## src/rtl/mem_accum_pkg.sv

```systemverilog
`default_nettype none
// ============================================================================
//  Module      : mem_accum_pkg
//  Description : Shared definitions for the memory accumulation engine:
//                FSM state encoding, combine-mode codes and the helper that
//                gives the accumulator's starting value for each mode.
//  Revision    : 1.0 - initial release
// ============================================================================
package mem_accum_pkg;

   typedef enum logic [1:0] {
      ST_IDLE  = 2'd0,
      ST_READ  = 2'd1,
      ST_DRAIN = 2'd2,
      ST_DONE  = 2'd3
   } state_e;

   localparam logic [1:0] MODE_SUM = 2'b00;  // wrapping sum
   localparam logic [1:0] MODE_SAT = 2'b01;  // saturating sum
   localparam logic [1:0] MODE_MAX = 2'b10;  // unsigned maximum
   localparam logic [1:0] MODE_MIN = 2'b11;  // unsigned minimum

   // The identity is either all zeros (sum, max) or all ones (min). The
   // accumulator width is a module parameter, so this returns the fill bit
   // and the caller replicates it to the accumulator width.
   function automatic logic identity_fill(input logic [1:0] mode);
      return (mode == MODE_MIN);
   endfunction

endpackage
`default_nettype wire

```

## src/rtl/accum_alu.sv

```systemverilog
`default_nettype none
// ============================================================================
//  Module      : accum_alu
//  Description : Combinational combine step. Folds one zero-extended memory
//                word into the accumulator according to the selected mode.
//  Ports       : acc_i      current accumulator value
//                data_i     memory word
//                mode_i     combine mode (sum / sat / max / min)
//                next_acc_o updated accumulator value
//                ovf_hit_o  carry out (sum) or clamp (sat) on this step
//  Revision    : 1.0 - initial release
// ============================================================================
module accum_alu
   import mem_accum_pkg::*;
#(
   parameter int DATA_W = 8,
   parameter int ACC_W  = 12
)
(
   input  logic [ACC_W-1:0]  acc_i,
   input  logic [DATA_W-1:0] data_i,
   input  logic [1:0]        mode_i,
   output logic [ACC_W-1:0]  next_acc_o,
   output logic              ovf_hit_o
);

   localparam int SUM_W = ACC_W + 1;

   logic [ACC_W-1:0] data_ext;
   logic [SUM_W-1:0] sum;

   assign data_ext = ACC_W'(data_i);
   // One extra bit keeps the carry out of the accumulator width.
   assign sum      = SUM_W'(acc_i) + SUM_W'(data_i);

   always_comb begin
      next_acc_o = acc_i;
      ovf_hit_o  = 1'b0;
      case (mode_i)
         MODE_SUM: begin
            next_acc_o = sum[ACC_W-1:0];
            ovf_hit_o  = sum[ACC_W];
         end
         MODE_SAT: begin
            next_acc_o = sum[ACC_W] ? {ACC_W{1'b1}} : sum[ACC_W-1:0];
            ovf_hit_o  = sum[ACC_W];
         end
         MODE_MAX: begin
            if (data_ext > acc_i) next_acc_o = data_ext;
         end
         MODE_MIN: begin
            if (data_ext < acc_i) next_acc_o = data_ext;
         end
         default: begin
            next_acc_o = acc_i;
         end
      endcase
   end

endmodule
`default_nettype wire

```

## src/rtl/mem_accum_engine.sv

```systemverilog
`default_nettype none
// ============================================================================
//  Module      : mem_accum_engine
//  Description : Streams LEN words out of a synchronous-read RAM starting at
//                START_ADDR (one read per clock, address wraps), folds them
//                into an accumulator and publishes the result with a
//                one-cycle done pulse.
//  Ports       : clk, rst          clock, synchronous active-high reset
//                go_i              start request (IDLE only)
//                start_addr_i      first read address   (captured on go)
//                len_i             word count 0..DEPTH  (captured on go)
//                mode_i            combine mode         (captured on go)
//                abort_i           cancel a run in progress
//                mem_rd_o          RAM read strobe
//                mem_addr_o        RAM read address
//                mem_rdata_i       RAM data, valid one cycle after mem_rd_o
//                busy_o            high outside IDLE
//                done_o            one-cycle pulse when result_o updates
//                result_o, ovf_o   last published result and overflow flag
//                ps_o              current state, for debug
//  Revision    : 1.0 - initial release
// ============================================================================
module mem_accum_engine
   import mem_accum_pkg::*;
#(
   parameter int DATA_W = 8,
   parameter int ADDR_W = 4,
   parameter int ACC_W  = 12
)
(
   input  logic              clk,
   input  logic              rst,
   input  logic              go_i,
   input  logic [ADDR_W-1:0] start_addr_i,
   input  logic [ADDR_W:0]   len_i,
   input  logic [1:0]        mode_i,
   input  logic              abort_i,
   output logic              mem_rd_o,
   output logic [ADDR_W-1:0] mem_addr_o,
   input  logic [DATA_W-1:0] mem_rdata_i,
   output logic              busy_o,
   output logic              done_o,
   output logic [ACC_W-1:0]  result_o,
   output logic              ovf_o,
   output logic [1:0]        ps_o
);

   localparam logic [ADDR_W:0] CNT_ONE = {{ADDR_W{1'b0}}, 1'b1};

   state_e            state_q, state_d;
   logic [ADDR_W-1:0] addr_q, addr_d;
   logic [ADDR_W:0]   remain_q, remain_d;
   logic [1:0]        mode_q, mode_d;
   logic [ACC_W-1:0]  acc_q, acc_d;
   logic              ovf_int_q, ovf_int_d;
   logic [ACC_W-1:0]  result_q, result_d;
   logic              ovf_q, ovf_d;
   logic              rd_q;       // a read was issued last cycle -> data valid now

   logic [ACC_W-1:0]  alu_next;
   logic              alu_ovf;
   logic              start_ok;

   assign start_ok = go_i && !abort_i;

   accum_alu #(
      .DATA_W (DATA_W),
      .ACC_W  (ACC_W)
   ) u_alu (
      .acc_i      (acc_q),
      .data_i     (mem_rdata_i),
      .mode_i     (mode_q),
      .next_acc_o (alu_next),
      .ovf_hit_o  (alu_ovf)
   );

   // ------------------------------------------------------------------
   // State and datapath registers
   // ------------------------------------------------------------------
   always_ff @(posedge clk) begin
      if (rst) begin
         state_q   <= ST_IDLE;
         addr_q    <= '0;
         remain_q  <= '0;
         mode_q    <= '0;
         acc_q     <= '0;
         ovf_int_q <= 1'b0;
         result_q  <= '0;
         ovf_q     <= 1'b0;
         rd_q      <= 1'b0;
      end else begin
         state_q   <= state_d;
         addr_q    <= addr_d;
         remain_q  <= remain_d;
         mode_q    <= mode_d;
         acc_q     <= acc_d;
         ovf_int_q <= ovf_int_d;
         result_q  <= result_d;
         ovf_q     <= ovf_d;
         rd_q      <= (state_q == ST_READ) && !abort_i;
      end
   end

   // ------------------------------------------------------------------
   // Next-state logic
   // ------------------------------------------------------------------
   always_comb begin
      state_d = state_q;
      case (state_q)
         ST_IDLE: begin
            if (start_ok) state_d = (len_i == '0) ? ST_DONE : ST_READ;
         end
         ST_READ: begin
            if (abort_i)                state_d = ST_IDLE;
            else if (remain_q == CNT_ONE) state_d = ST_DRAIN;
         end
         ST_DRAIN: begin
            state_d = abort_i ? ST_IDLE : ST_DONE;
         end
         ST_DONE: begin
            state_d = ST_IDLE;
         end
         default: begin
            state_d = ST_IDLE;
         end
      endcase
   end

   // ------------------------------------------------------------------
   // Datapath next-state: counters, accumulator, published result
   // ------------------------------------------------------------------
   always_comb begin
      addr_d    = addr_q;
      remain_d  = remain_q;
      mode_d    = mode_q;
      acc_d     = acc_q;
      ovf_int_d = ovf_int_q;
      result_d  = result_q;
      ovf_d     = ovf_q;

      if (rd_q) begin
         acc_d     = alu_next;
         ovf_int_d = ovf_int_q | alu_ovf;
      end

      case (state_q)
         ST_IDLE: begin
            if (start_ok) begin
               mode_d    = mode_i;
               remain_d  = len_i;
               ovf_int_d = 1'b0;
               // An empty run publishes zero regardless of mode.
               acc_d     = (len_i == '0) ? '0 : {ACC_W{identity_fill(mode_i)}};
               // Leave the address alone on an empty run so it keeps
               // showing the last address actually read.
               if (len_i != '0) addr_d = start_addr_i;
            end
         end
         ST_READ: begin
            remain_d = remain_q - CNT_ONE;
            // Stop on the last address so it is held once reads end;
            // natural overflow gives the modulo-depth wrap.
            if (remain_q != CNT_ONE) addr_d = addr_q + 1'b1;
         end
         default: begin
         end
      endcase

      // Publish on entry to DONE; the final word is already folded into acc_d.
      if (state_d == ST_DONE && state_q != ST_DONE) begin
         result_d = acc_d;
         ovf_d    = ovf_int_d;
      end
   end

   // ------------------------------------------------------------------
   // Outputs
   // ------------------------------------------------------------------
   always_comb begin
      mem_rd_o   = (state_q == ST_READ);
      mem_addr_o = addr_q;
      busy_o     = (state_q != ST_IDLE);
      done_o     = (state_q == ST_DONE);
      result_o   = result_q;
      ovf_o      = ovf_q;
      ps_o       = state_q;
   end

endmodule
`default_nettype wire

```

## config.mk

```make
export PLATFORM = sky130hd
export DESIGN_NAME = mem_accum_engine
export DESIGN_NICKNAME = d
export VERILOG_FILES = /design/src/rtl/mem_accum_pkg.sv /design/src/rtl/accum_alu.sv /design/src/rtl/mem_accum_engine.sv
export SDC_FILE = /design/constraint.sdc
export NUM_CORES = 1
export LEC_CHECK = 0
export BUFFER_PORTS_ARGS = -buffer_cell sky130_fd_sc_hd__buf_4
export CORE_MARGIN = 5
export CORE_UTILIZATION = 59
export CTS_BUF_LIST = sky130_fd_sc_hd__clkbuf_2 sky130_fd_sc_hd__clkbuf_4 sky130_fd_sc_hd__clkbuf_8
export DETAILED_ROUTE_END_ITERATION = 10
export PLACE_DENSITY = 0.83
export SETUP_SLACK_MARGIN = 0.15
export SLEW_MARGIN = 15
export SYNTH_ARGS = -nofsm -noshare
export SYNTH_HDL_FRONTEND = slang
export SYNTH_SLANG_ARGS = --single-unit
```

## constraint.sdc

```tcl
create_clock -name clk -period 2.85 [get_ports clk]
set_clock_uncertainty 0.1 [all_clocks]
set_input_delay 0.285 -clock clk [delete_from_list [all_inputs] [get_ports clk]]
set_output_delay 0.285 -clock clk [all_outputs]
set_load 0.05 [all_outputs]
```

==> results.toml <==
[outcome]
outcome = "finished, final reports clean"

[critical_path]
crit_cells = 8
path_class = "flip-flop to flip-flop"
max_stage_delay_ns = 0.40
endpoint_kind = "flip-flop"
rr_worst_depth = 8
start_kind = "flip-flop"
worst_ep_arrival_time_ns = 2.72
slowest_stage = "dfxtp_1"
critPathRequiredTime_ns = 2.94
cp_top_family = "compound AO/OA/AOI/OAI gates"
path_buf_inv = 1
critPathMaxFanout = 8
crit_chain = "inv_1 > ha_1 > a21oi_1 > a211oi_4 > o211a_1 > or2_4 > a221o_1 > o211a_1"
crit_top_cell = "o211a_1"

[clock_tree]
h-tree-depth = 2
clock_latency_ns = 0.30
clockRootBuffer = "clkbuf_8"
path_clk_slew_ns = 0.08
cts_tree = "yes"
cts_made_buffers = 5
cts_sinks = 40
ctsHoldBuffers = 0
clock_path_buffers = 2

[logic_synthesis]
synth_warnings = 0
synth.area.top_cells = "dfxtp_1 29%, ha_1 8.6%, a21oi_1 5.4%"
yosysTopAreaCellShare_pct = 28.9
ys_ff_latch = 40
syn-num-nets = 397
synth_seq_area_share_pct = 28.9
synth_area_sq_um = 2770
syn_inst = 354
async_flop_share_pct = 0
yosysTopAreaCell = "dfxtp_1"
synth-edff-count = 0
synth_cell_types = 69
avgSynthCellArea_sq_um = 7.82
synthFlopType = "dfxtp_1"

[drt]
dr.pass1.iters = 6
first_iter_violations = 278
wl_per_cell_um = 17.4
viasPerCell = 6.43
ant_nets = 0
vias = 2934
wirelength_mm = 7.92
post-route-drc-count = 0

[layout]
layout_common_cells = "56 x buf_4, 39 x dfxtp_1, 38 x nand2_1"
utilization_pct = 72.0
final_common_cell = "buf_4"
syn_to_final_growth_pct = 20.4
n_antenna_cell = 0
nets = 444
layout.cells.non_filler = 456
finalInstanceArea_sq_um = 3330
drive_gt1_share_pct = 22.4

[grt]
grt_max_degree = 22
grtUsageTotal_pct = 26.3
grt_first_pass_wirelength_mm = 12.9
antenna_found_initial = 0
grt_overflow = 0
first_global_vias = 2726

[sta]
rsz0062_at_grt = "false"
slew_viol_final = 0
tightest_slew_ns = 0.991
hold_viol_final = 0
setup_viol = 0
post-route-min-period_ns = 2.63
clock.fmax_ghz = 0.380
fin_setup_tns_ns = 0
fin_crit_sh_pct = 92.2
whs_ns = 0.122
slew_headroom_pct = 33.7

[floorplan]
ios = 45
initial_core_util_pct = 59.8
dieArea_sq_um = 6160
rows = 25
die_width_um = 78.5
die_h_um = 78.5
fp.coreArea_sq_um = 4630

[placed_design]
hpwl_mm = 6.03
placed_cells = 447
portBuffers = 44
dpl-instance-area_sq_um = 3190
place_congestion = 1.00

[min_path]
whs_path_depth = 2
min_path_type = "primary input to flip-flop"

[pwr]
p_leak_uw = 0.00141
ir_worst_vdd_v = 0.000376
power_density_nw_per_um2 = 418

[flow_run]
drv_cap = 0
==> per-layer routing <==
metal	up-vias	GRT usage, %	share of wire (%)
met5	-	0	0
met4	0	10.1	2.2
met3	15	4.59	7.0
met2	134	43.6	49
met1	1396	33.9	42
li1	1389	-	-
==> area by class of cell <==
| type | count | area [sq um] |
|---|---|---|
| inverters | 20 | 75.1 |
| multi-input cells | 278 | 1880 |
| repair buffers | 56 | 420 |
| clock buffers | 5 | 68.8 |
| fillers | 395 | 1300 |
| flip-flops and latches | 40 | 802 |
| well taps | 54 | 67.6 |
| clock inverters | 3 | 18.8 |
==> logic make-up (layout without fill, tap and decap cells) <==
family	after synthesis	after routing	share of synthesized area [%]
adders and majority gates	20	20	9.31
buffers and inverters	36	84	4.93
muxes	5	5	1.90
AOI/OAI and AO/OA	116	116	29.1
DFF	40	40	28.9
and+or+nand+nor	130	130	23.6
xor gates and xnor gates	7	7	2.22
==> synth_stat cells (3+ instances only) <==
master,n
inv_1,19
a32o_1,3
a21o_1,3
nor2_1,34
clkbuf_1,13
nor3_1,14
nand2_1,38
a211oi_1,3
o211a_1,4
o21bai_1,3
nand3_1,9
and2_1,5
nand2b_1,5
a21oi_1,30
mux2i_1,3
o21ai_0,18
dfxtp_1,40
a22oi_1,5
xnor2_1,7
a31oi_1,12
ha_1,19
o31ai_1,3
==> power breakdown <==
| group | leakage, uW | switching [uW] | internal, uW |
|---|---|---|---|
| combinational | 0.00103 | 230 | 162 |
| clock | 0.0000479 | 208 | 171 |
| sequential | 0.000327 | 36.2 | 586 |
==> state kept, by name (all words and copies together), names as in the netlist <==
name / count
ovf_int_q: 1
ovf_o: 1
ps_o: 2
result_o: 12
remain_q: 5
mode_q: 2
acc_q: 12
rd_q: 1
mem_addr_o: 4
==> repair_timing <==
item,4_1_cts,5_1_grt
resized for setup,1,8
setup endpoints to repair,1,24
hold endpoints to repair,0,0
setup buffers,0,1
pin swaps,0,2
==> metrics by stage <==
| stage | power [uW] | setup slack [ns] |
|---|---|---|
| 6_report | 1390 | 0.221 |
| 3_5_place_dp | 1010 | 0.0948 |
| 3_3_place_gp | 1000 | 0.137 |
| 5_1_grt | 1460 | 0.131 |
| 4_1_cts | 1380 | 0.170 |
| 2_1_floorplan | 889 | 0.389 |
==> final timing paths <==
| check | startpoint | end | slack [ns] |
|---|---|---|---|
| setup / recovery | acc_q[3] | acc_q[1] | 0.22 |
| hold reg to reg | result_o[9] | result_o[9] | 0.36 |
| hold / removal | abort_i | ps_o[1] | 0.12 |
| setup reg to reg | acc_q[3] | acc_q[1] | 0.22 |
Power figures use the tool's default switching activity.
